## src/rtl/hit_pkg.sv

```systemverilog
// rtl/hit_pkg.sv - shared state encoding, default timing constants and counter sizing
package hit_pkg;

    typedef enum logic [2:0] {
        ST_IDLE         = 3'd0,
        ST_PRESS_WAIT   = 3'd1,
        ST_HELD         = 3'd2,
        ST_RELEASE_WAIT = 3'd3,
        ST_LOCKOUT      = 3'd4
    } state_e;

    localparam int DEFAULT_DEBOUNCE_CYCLES = 1000000;
    localparam int DEFAULT_LOCKOUT_CYCLES  = 5000000;

    // One counter serves both the debounce and the lockout windows.
    function automatic int cnt_width(input int debounce_cycles, input int lockout_cycles);
        int larger;
        int w;
        larger = (debounce_cycles > lockout_cycles) ? debounce_cycles : lockout_cycles;
        w      = $clog2(larger);
        return (w < 1) ? 1 : w;
    endfunction

endpackage

```

## src/rtl/hit_debounce_if.sv

```systemverilog
// rtl/hit_debounce_if.sv - raw key input and debounced hit/pressed/busy outputs
interface hit_debounce_if;

    logic key_n;
    logic hit;
    logic pressed;
    logic busy;

    modport master (
        output key_n,
        input  hit,
        input  pressed,
        input  busy
    );

    modport slave (
        input  key_n,
        output hit,
        output pressed,
        output busy
    );

endinterface

```

## src/rtl/sync2.sv

```systemverilog
// rtl/sync2.sv - two-flop synchronizer, resets to 1 (idle level of an active-low key)
module sync2 (
    input  logic clk_i,
    input  logic rst_ni,
    input  logic d_i,
    output logic q_o
);

    logic meta_q;
    logic sync_q;

    always_ff @(posedge clk_i or negedge rst_ni) begin
        if (!rst_ni) begin
            meta_q <= 1'b1;
            sync_q <= 1'b1;
        end else begin
            meta_q <= d_i;
            sync_q <= meta_q;
        end
    end

    assign q_o = sync_q;

endmodule

```

## src/rtl/hit_debounce.sv

```systemverilog
// rtl/hit_debounce.sv - debounces an active-low button into a single hit pulse with post-release lockout
module hit_debounce
    import hit_pkg::*;
#(
    parameter int DEBOUNCE_CYCLES = DEFAULT_DEBOUNCE_CYCLES,
    parameter int LOCKOUT_CYCLES  = DEFAULT_LOCKOUT_CYCLES
) (
    input  logic          CLOCK_50,
    input  logic          reset_n,
    hit_debounce_if.slave bus
);

    localparam int CW = cnt_width(DEBOUNCE_CYCLES, LOCKOUT_CYCLES);
    localparam bit HAS_LOCKOUT = (LOCKOUT_CYCLES > 0);
    localparam logic [CW-1:0] DEB_LAST  = CW'((DEBOUNCE_CYCLES > 0) ? DEBOUNCE_CYCLES - 1 : 0);
    localparam logic [CW-1:0] LOCK_LAST = CW'(HAS_LOCKOUT ? LOCKOUT_CYCLES - 1 : 0);

    generate
        if (DEBOUNCE_CYCLES < 1) begin : g_bad_debounce
            $error("hit_debounce: DEBOUNCE_CYCLES must be at least 1");
        end
    endgenerate

    logic key_s;

    sync2 u_sync (
        .clk_i  (CLOCK_50),
        .rst_ni (reset_n),
        .d_i    (bus.key_n),
        .q_o    (key_s)
    );

    state_e        state_q, state_d;
    logic [CW-1:0] cnt_q, cnt_d;
    logic          hit_q, hit_d;
    logic          pressed_q, pressed_d;

    always_ff @(posedge CLOCK_50 or negedge reset_n) begin
        if (!reset_n) begin
            state_q   <= ST_IDLE;
            cnt_q     <= '0;
            hit_q     <= 1'b0;
            pressed_q <= 1'b0;
        end else begin
            state_q   <= state_d;
            cnt_q     <= cnt_d;
            hit_q     <= hit_d;
            pressed_q <= pressed_d;
        end
    end

    always_comb begin
        state_d = state_q;
        cnt_d   = cnt_q;
        hit_d   = 1'b0;
        case (state_q)
            ST_IDLE: begin
                if (!key_s) begin
                    state_d = ST_PRESS_WAIT;
                    cnt_d   = '0;
                end
            end
            ST_PRESS_WAIT: begin
                if (key_s) begin
                    state_d = ST_IDLE;
                end else if (cnt_q == DEB_LAST) begin
                    state_d = ST_HELD;
                    hit_d   = 1'b1;
                end else begin
                    cnt_d = cnt_q + CW'(1);
                end
            end
            ST_HELD: begin
                if (key_s) begin
                    state_d = ST_RELEASE_WAIT;
                    cnt_d   = '0;
                end
            end
            ST_RELEASE_WAIT: begin
                if (!key_s) begin
                    state_d = ST_HELD;
                end else if (cnt_q == DEB_LAST) begin
                    state_d = HAS_LOCKOUT ? ST_LOCKOUT : ST_IDLE;
                    cnt_d   = '0;
                end else begin
                    cnt_d = cnt_q + CW'(1);
                end
            end
            ST_LOCKOUT: begin
                // The key is deliberately ignored here; a key still down re-enters via IDLE.
                if (cnt_q == LOCK_LAST) begin
                    state_d = ST_IDLE;
                    cnt_d   = '0;
                end else begin
                    cnt_d = cnt_q + CW'(1);
                end
            end
            default: begin
                state_d = ST_IDLE;
                cnt_d   = '0;
            end
        endcase
        pressed_d = (state_d == ST_HELD) || (state_d == ST_RELEASE_WAIT);
    end

    assign bus.hit     = hit_q;
    assign bus.pressed = pressed_q;
    assign bus.busy    = (state_q != ST_IDLE);

endmodule

```

## src/flat_wrapper.sv

```systemverilog
// flat-port wrapper written by rule: the top's interface ports become plain ports
module hit_debounce_flat import hit_pkg::*;
#(
    parameter int DEBOUNCE_CYCLES = DEFAULT_DEBOUNCE_CYCLES,
    parameter int LOCKOUT_CYCLES  = DEFAULT_LOCKOUT_CYCLES
)
  (CLOCK_50, reset_n, bus_key_n, bus_hit, bus_pressed, bus_busy);
  hit_debounce_if bus_i ();
  input  logic CLOCK_50;
  input  logic reset_n;
  input wire logic [$bits(bus_i.key_n)-1:0] bus_key_n;
  output wire logic [$bits(bus_i.hit)-1:0] bus_hit;
  output wire logic [$bits(bus_i.pressed)-1:0] bus_pressed;
  output wire logic [$bits(bus_i.busy)-1:0] bus_busy;
  assign bus_i.key_n = bus_key_n;
  assign bus_hit = bus_i.hit;
  assign bus_pressed = bus_i.pressed;
  assign bus_busy = bus_i.busy;
  hit_debounce #(.DEBOUNCE_CYCLES(DEBOUNCE_CYCLES), .LOCKOUT_CYCLES(LOCKOUT_CYCLES)) u_core (.CLOCK_50(CLOCK_50), .reset_n(reset_n), .bus(bus_i));
endmodule
```

## config.mk

```make
export PLATFORM = sky130hd
export DESIGN_NAME = hit_debounce_flat
export DESIGN_NICKNAME = d
export VERILOG_FILES = /design/src/rtl/hit_pkg.sv /design/src/rtl/hit_debounce_if.sv /design/src/rtl/sync2.sv /design/src/rtl/hit_debounce.sv /design/src/flat_wrapper.sv
export SDC_FILE = /design/constraint.sdc
export NUM_CORES = 1
export LEC_CHECK = 0
export CAP_MARGIN = 20
export CORE_MARGIN = 5
export CORE_UTILIZATION = 25
export CTS_CLUSTER_SIZE = 16
export DETAILED_ROUTE_END_ITERATION = 8
export SYNTH_ARGS = -nofsm -noshare
export SYNTH_HDL_FRONTEND = slang
export SYNTH_SLANG_ARGS = --single-unit
```

## constraint.sdc

```tcl
create_clock -name CLOCK_50 -period 5 [get_ports CLOCK_50]
set_input_delay 0.75 -clock CLOCK_50 [delete_from_list [all_inputs] [get_ports CLOCK_50]]
set_output_delay 0.75 -clock CLOCK_50 [all_outputs]
set_load 0.1 [all_outputs]
```

# Yosys cells after proc, flatten, opt, wreduce, memory -nomap -nowiden
# Index checks and enable logic that the tools add are counted.
# classes
muxes	19
eq_ne	13
n_reduce_logical	4
add_sub_neg	1
# ops
cell	n
$mux 23	7
$pmux 23 s5	1
$add 23x1->23 const B	1
$eq 23x20->1 const B	1
$eq 23x23->1 const B	1
$mux 3	7
$pmux 3 s5	1
$eq 3x2->1 const B	4
$ne 2x2->1 const B	5
$reduce_and 5->1	1
$eq 3x1->1 const B	1
$eq 3x3->1 const B	1
$logic_not 3->1	1
$mux 1	3
$reduce_bool 3->1	1
$logic_or 1x1->1	1
# totals
wordCells	43
output_inout_bits	3
regBits	30

# Logic depth before layout (Yosys ltp)
# depth
ltp_word	6
depth_mapped	7

# By module
# A second synthesis with hierarchy kept.
# unflattened
cells_unflattened	178
area_unflattened_um2	1722.9
# modules_own_cells
module	n_inst	area_each_um2	cells_each
hit_debounce	1	1670.4	176
sync2	1	52.6	2

# Worst setup path before layout
# No wires, ideal clock.
# synth_timing
kind	reg-to-output
start	register u_core.state_q[1]
end	output bus_busy
path_slack_ns	2.889
path_stages_with_launch	4
t_arrival_ns	1.361
required_ns	4.250
path_buffers	1
cell_sequence	dfrtp_1 clkbuf_1 nor2_1 nand2_1
# synth_between
elab_chain_len	1
# synth_rtl
element	line	text
from (decl)	hit_debounce.sv:33	state_e state_q, state_d;
from (signal assigned)	hit_debounce.sv:45	state_q <= state_d;
$reduce_bool 3->1	hit_debounce.sv:108	assign bus.busy = (state_q != ST_IDLE);
to (decl)	flat_wrapper.sv:14	output wire logic [$bits(bus_i.busy)-1:0] bus_busy;
# Every way passes these cells.

# Worst setup path in the final report
# Same ends and word-level chain as after synthesis.

==> flow_metrics.env <==
export IMPL_outcome="finished clean"
export IMPL_final_min_clock_period_ps=2900
export IMPL_regArea_um2=753
export IMPL_max_cap_violations=0
export IMPL_final_cell_area_mm2=0.00192
export IMPL_place_gp_congestion=0.722
export IMPL_htreeDepth=2
export IMPL_path_delay_family="buffers and inverters"
export IMPL_drt_pass1_iter_count=4
export IMPL_synth_top_family_by_area="simple AND/OR/NAND/NOR gates"
export IMPL_grt_max_degree=31
export IMPL_grt_pass1_wl_mm=6.29
export IMPL_hold_path_class="flop to flop"
export IMPL_end_kind="output port"
export IMPL_finalSetupViolCount=0
export IMPL_nets=192
export IMPL_synth_edf_count=0
export IMPL_synth_compound_area_frac=0.124
export IMPL_initial_core_util=0.255
export IMPL_fill_cells=689
export IMPL_required_ps=4250
export IMPL_synthMuxAreaShare=0.0292
export IMPL_tightestPinTransition_ps=962
export IMPL_syn2layout_area_growth_pct=12.1
export IMPL_clkLatencyLatePin_ps=280
export IMPL_hold_violations=0
export IMPL_ios=6
export IMPL_crit_buf_inv=1
export IMPL_cts_tree="yes"
export IMPL_n_antenna_cell=0
export IMPL_postCtsHoldBufs=0
export IMPL_grt_ovfl_total=0
export IMPL_placed_cell_area_mm2=0.00182
export IMPL_maxSlewViolCount=0
export IMPL_critPathArrivalTime_ps=2150
export IMPL_drtIter0Drc=87
export IMPL_synthCells=187
export IMPL_finalCritPeriodShare=0.579
export IMPL_dp_hpwl_mm=2.43
export IMPL_die_y_um=92.8
export IMPL_ir_worst_vdd_mv=0.166
export IMPL_yosys_area_share_adder=0.00729
export IMPL_cp_slowest_cell="clkdlybuf4s50_1"
export IMPL_cts_clk_slew_worst_paths_ps=70
export IMPL_rows=30
export IMPL_clock_sinks=30
export IMPL_synth_xor_xnor_area_share=0.0562
export IMPL_grt_pass1_vias=1354
export IMPL_totalWireLength_mm=3.58
export IMPL_wire_per_inst_um=13.3
export IMPL_ys_seq_area_frac=0.439
export IMPL_die_area_mm2=0.00862
export IMPL_multi_input_area_um2=872
export IMPL_synth_seq_cells=30
export IMPL_fmax_mhz=345
export IMPL_die_w_um=92.8
export IMPL_tns_ps=0
export IMPL_worstPathCellList="nor2_1 > nand2_1 > clkdlybuf4s50_1"
export IMPL_grtUsageTotal=0.0898
export IMPL_start_kind="flop"
export IMPL_rsz0062_at_grt="no"
export IMPL_crit_path_max_incr_delay_ps=1120
export IMPL_p_leak_uw=0.000763
export IMPL_via_per_inst=5.17
export IMPL_synth_cell_types=43
export IMPL_power_density_mw_per_mm2=298
export IMPL_critical_path_class="flop to output port"
export IMPL_ant_nets=0
export IMPL_worstHoldStart="u_core.u_sync.meta_q"
export IMPL_max_slew_margin_rel=0.356
export IMPL_postCtsSetupRepairBufs=0
export IMPL_syn_nets=191
export IMPL_path_max_fanout=11
export IMPL_core_area_mm2=0.00672
export IMPL_yosys_area_share_simple=0.292
export IMPL_root_buffer="clkbuf_8"
export IMPL_cts_resized_gates=0
export IMPL_drc=0
export IMPL_yosysWarningCount=0
export IMPL_startpoint="u_core.state_q[1]"
export IMPL_numPortBuffers=5
export IMPL_yosys_most_used_dff="dfrtp_1"
export IMPL_avgSynthCellArea_um2=9.17
export IMPL_num_vias=1391
export IMPL_r2r_start="u_core.cnt_q[7]"
export IMPL_drive_above_1_share=0.0899
export IMPL_cts_buffers=5
export IMPL_grt_antenna_before_repair=0
export IMPL_async_reset_ff_frac=1.00
export IMPL_clk_path_buf_depth=2
export IMPL_syn_cell_area_mm2=0.00172
export IMPL_worst_clock_skew_ps=9.91
[registers in the layout (all words and copies together), names as in the netlist]
name                  count
u_core.cnt_q             23
u_core.bus.pressed        1
u_core.u_sync.meta_q      1
u_core.u_sync.q_o         1
u_core.state_q            3
u_core.bus.hit            1
[layout make-up]
cell class / count / share of cell area
multi-input cells: 137 / 0.453
clock inverters: 1 / 0.0156
clock buffers: 7 / 0.0397
repair buffers: 7 / 0.0338
inverters: 7 / 0.0137
flip-flops and latches: 30 / 0.392
well taps: 80 / 0.0520
[synth_stat cells, types with 2 or more instances]
master / number / area share
o31ai_1: 4 / 0.018
a21oi_1: 11 / 0.032
or4_1: 4 / 0.018
nand2_1: 6 / 0.013
o21ai_0: 3 / 0.0088
dfstp_2: 2 / 0.031
nor2_1: 19 / 0.042
buf_2: 6 / 0.018
a31oi_1: 5 / 0.018
xor2_1: 2 / 0.010
nor3b_1: 3 / 0.013
nand3_1: 9 / 0.026
a211oi_1: 3 / 0.013
nor4b_1: 2 / 0.010
nand4_1: 7 / 0.026
mux2i_1: 5 / 0.029
xnor2_1: 9 / 0.046
and4_1: 3 / 0.015
nor4_1: 5 / 0.018
inv_1: 7 / 0.015
and3_1: 5 / 0.018
nor3_1: 14 / 0.041
dfrtp_1: 28 / 0.41
clkbuf_1: 6 / 0.013
[stage by stage]
stage,instances,utilization,total power (uW),hold WS (ps),setup WS (ps)
after floorplan,187,-,321,345,2890
after global placement,261,0.270,334,346,2440
after detailed placement,261,0.270,335,351,2420
after CTS,269,0.286,579,371,2100
after global routing,269,0.286,597,373,2050
final,269,0.286,573,369,2100
[power by group]
| group | switching (uW) | internal (uW) |
|---|---|---|
| logic | 26.9 | 21.1 |
| clock network | 91.9 | 149 |
| registers | 27.1 | 257 |
[cells by family (layout without fill, tap and decap cells)]
| logic type | count (synthesis) | in the layout |
|---|---|---|
| simple gates | 87 | 87 |
| compound gates | 33 | 33 |
| flops | 30 | 30 |
| buf+inv | 20 | 22 |
| xor+xnor | 11 | 11 |
| mux | 5 | 5 |
| fa+ha+maj | 1 | 1 |
[worst register-to-register path: stages, from the launching register on]
cell	delay [ps]
dfrtp_1	440
nor4b_2	430
and4_1	320
a21oi_1	120
a21oi_1	540
buf_4	340
nor3_1	80
[cell usage in the layout, fill, tap and decap left out, types with 2 or more instances in the layout]
| cell type | synthesis | final |
|---|---|---|
| nor4_1 | 5 | 5 |
| mux2i_1 | 5 | 5 |
| nand2_1 | 6 | 6 |
| nor4b_1 | 2 | 2 |
| or4_1 | 4 | 4 |
| clkdlybuf4s50_1 | 0 | 5 |
| xnor2_1 | 9 | 9 |
| dfrtp_1 | 28 | 28 |
| clkbuf_1 | 6 | 2 |
| nor3b_1 | 3 | 3 |
| a31oi_1 | 5 | 5 |
| a211oi_1 | 3 | 3 |
| inv_1 | 7 | 7 |
| buf_4 | 0 | 2 |
| a21oi_1 | 11 | 11 |
| nor3_1 | 14 | 14 |
| and4_1 | 3 | 3 |
| nand3_1 | 9 | 9 |
| o31ai_1 | 4 | 4 |
| dfstp_2 | 2 | 2 |
| xor2_1 | 2 | 2 |
| and3_1 | 5 | 5 |
| o21ai_0 | 3 | 3 |
| clkbuf_8 | 0 | 5 |
| nand4_1 | 7 | 7 |
| nor2_1 | 19 | 19 |
[per-layer routing]
layer,track usage,share of wire,up-vias
met5,0,0,-
met4,0.0342,0.015,0
met2,0.147,0.48,10
li1,-,-,690
met1,0.114,0.49,686
met3,0.0219,0.020,5
[path summary, 6_finish.rpt]
kind                                     end  slack, ps  depth (start not counted)
setup / recovery                    bus_busy       2100                          3
hold / removal             u_core.u_sync.q_o        370                          0
setup reg to reg            u_core.cnt_q[15]       2620                          6
hold reg to reg            u_core.u_sync.q_o        370                          0
max in group asynchronous  u_core.u_sync.q_o       3840                          2
min in group asynchronous  u_core.state_q[1]        850                          2
Note: power is estimated with default switching activity, not from simulation.
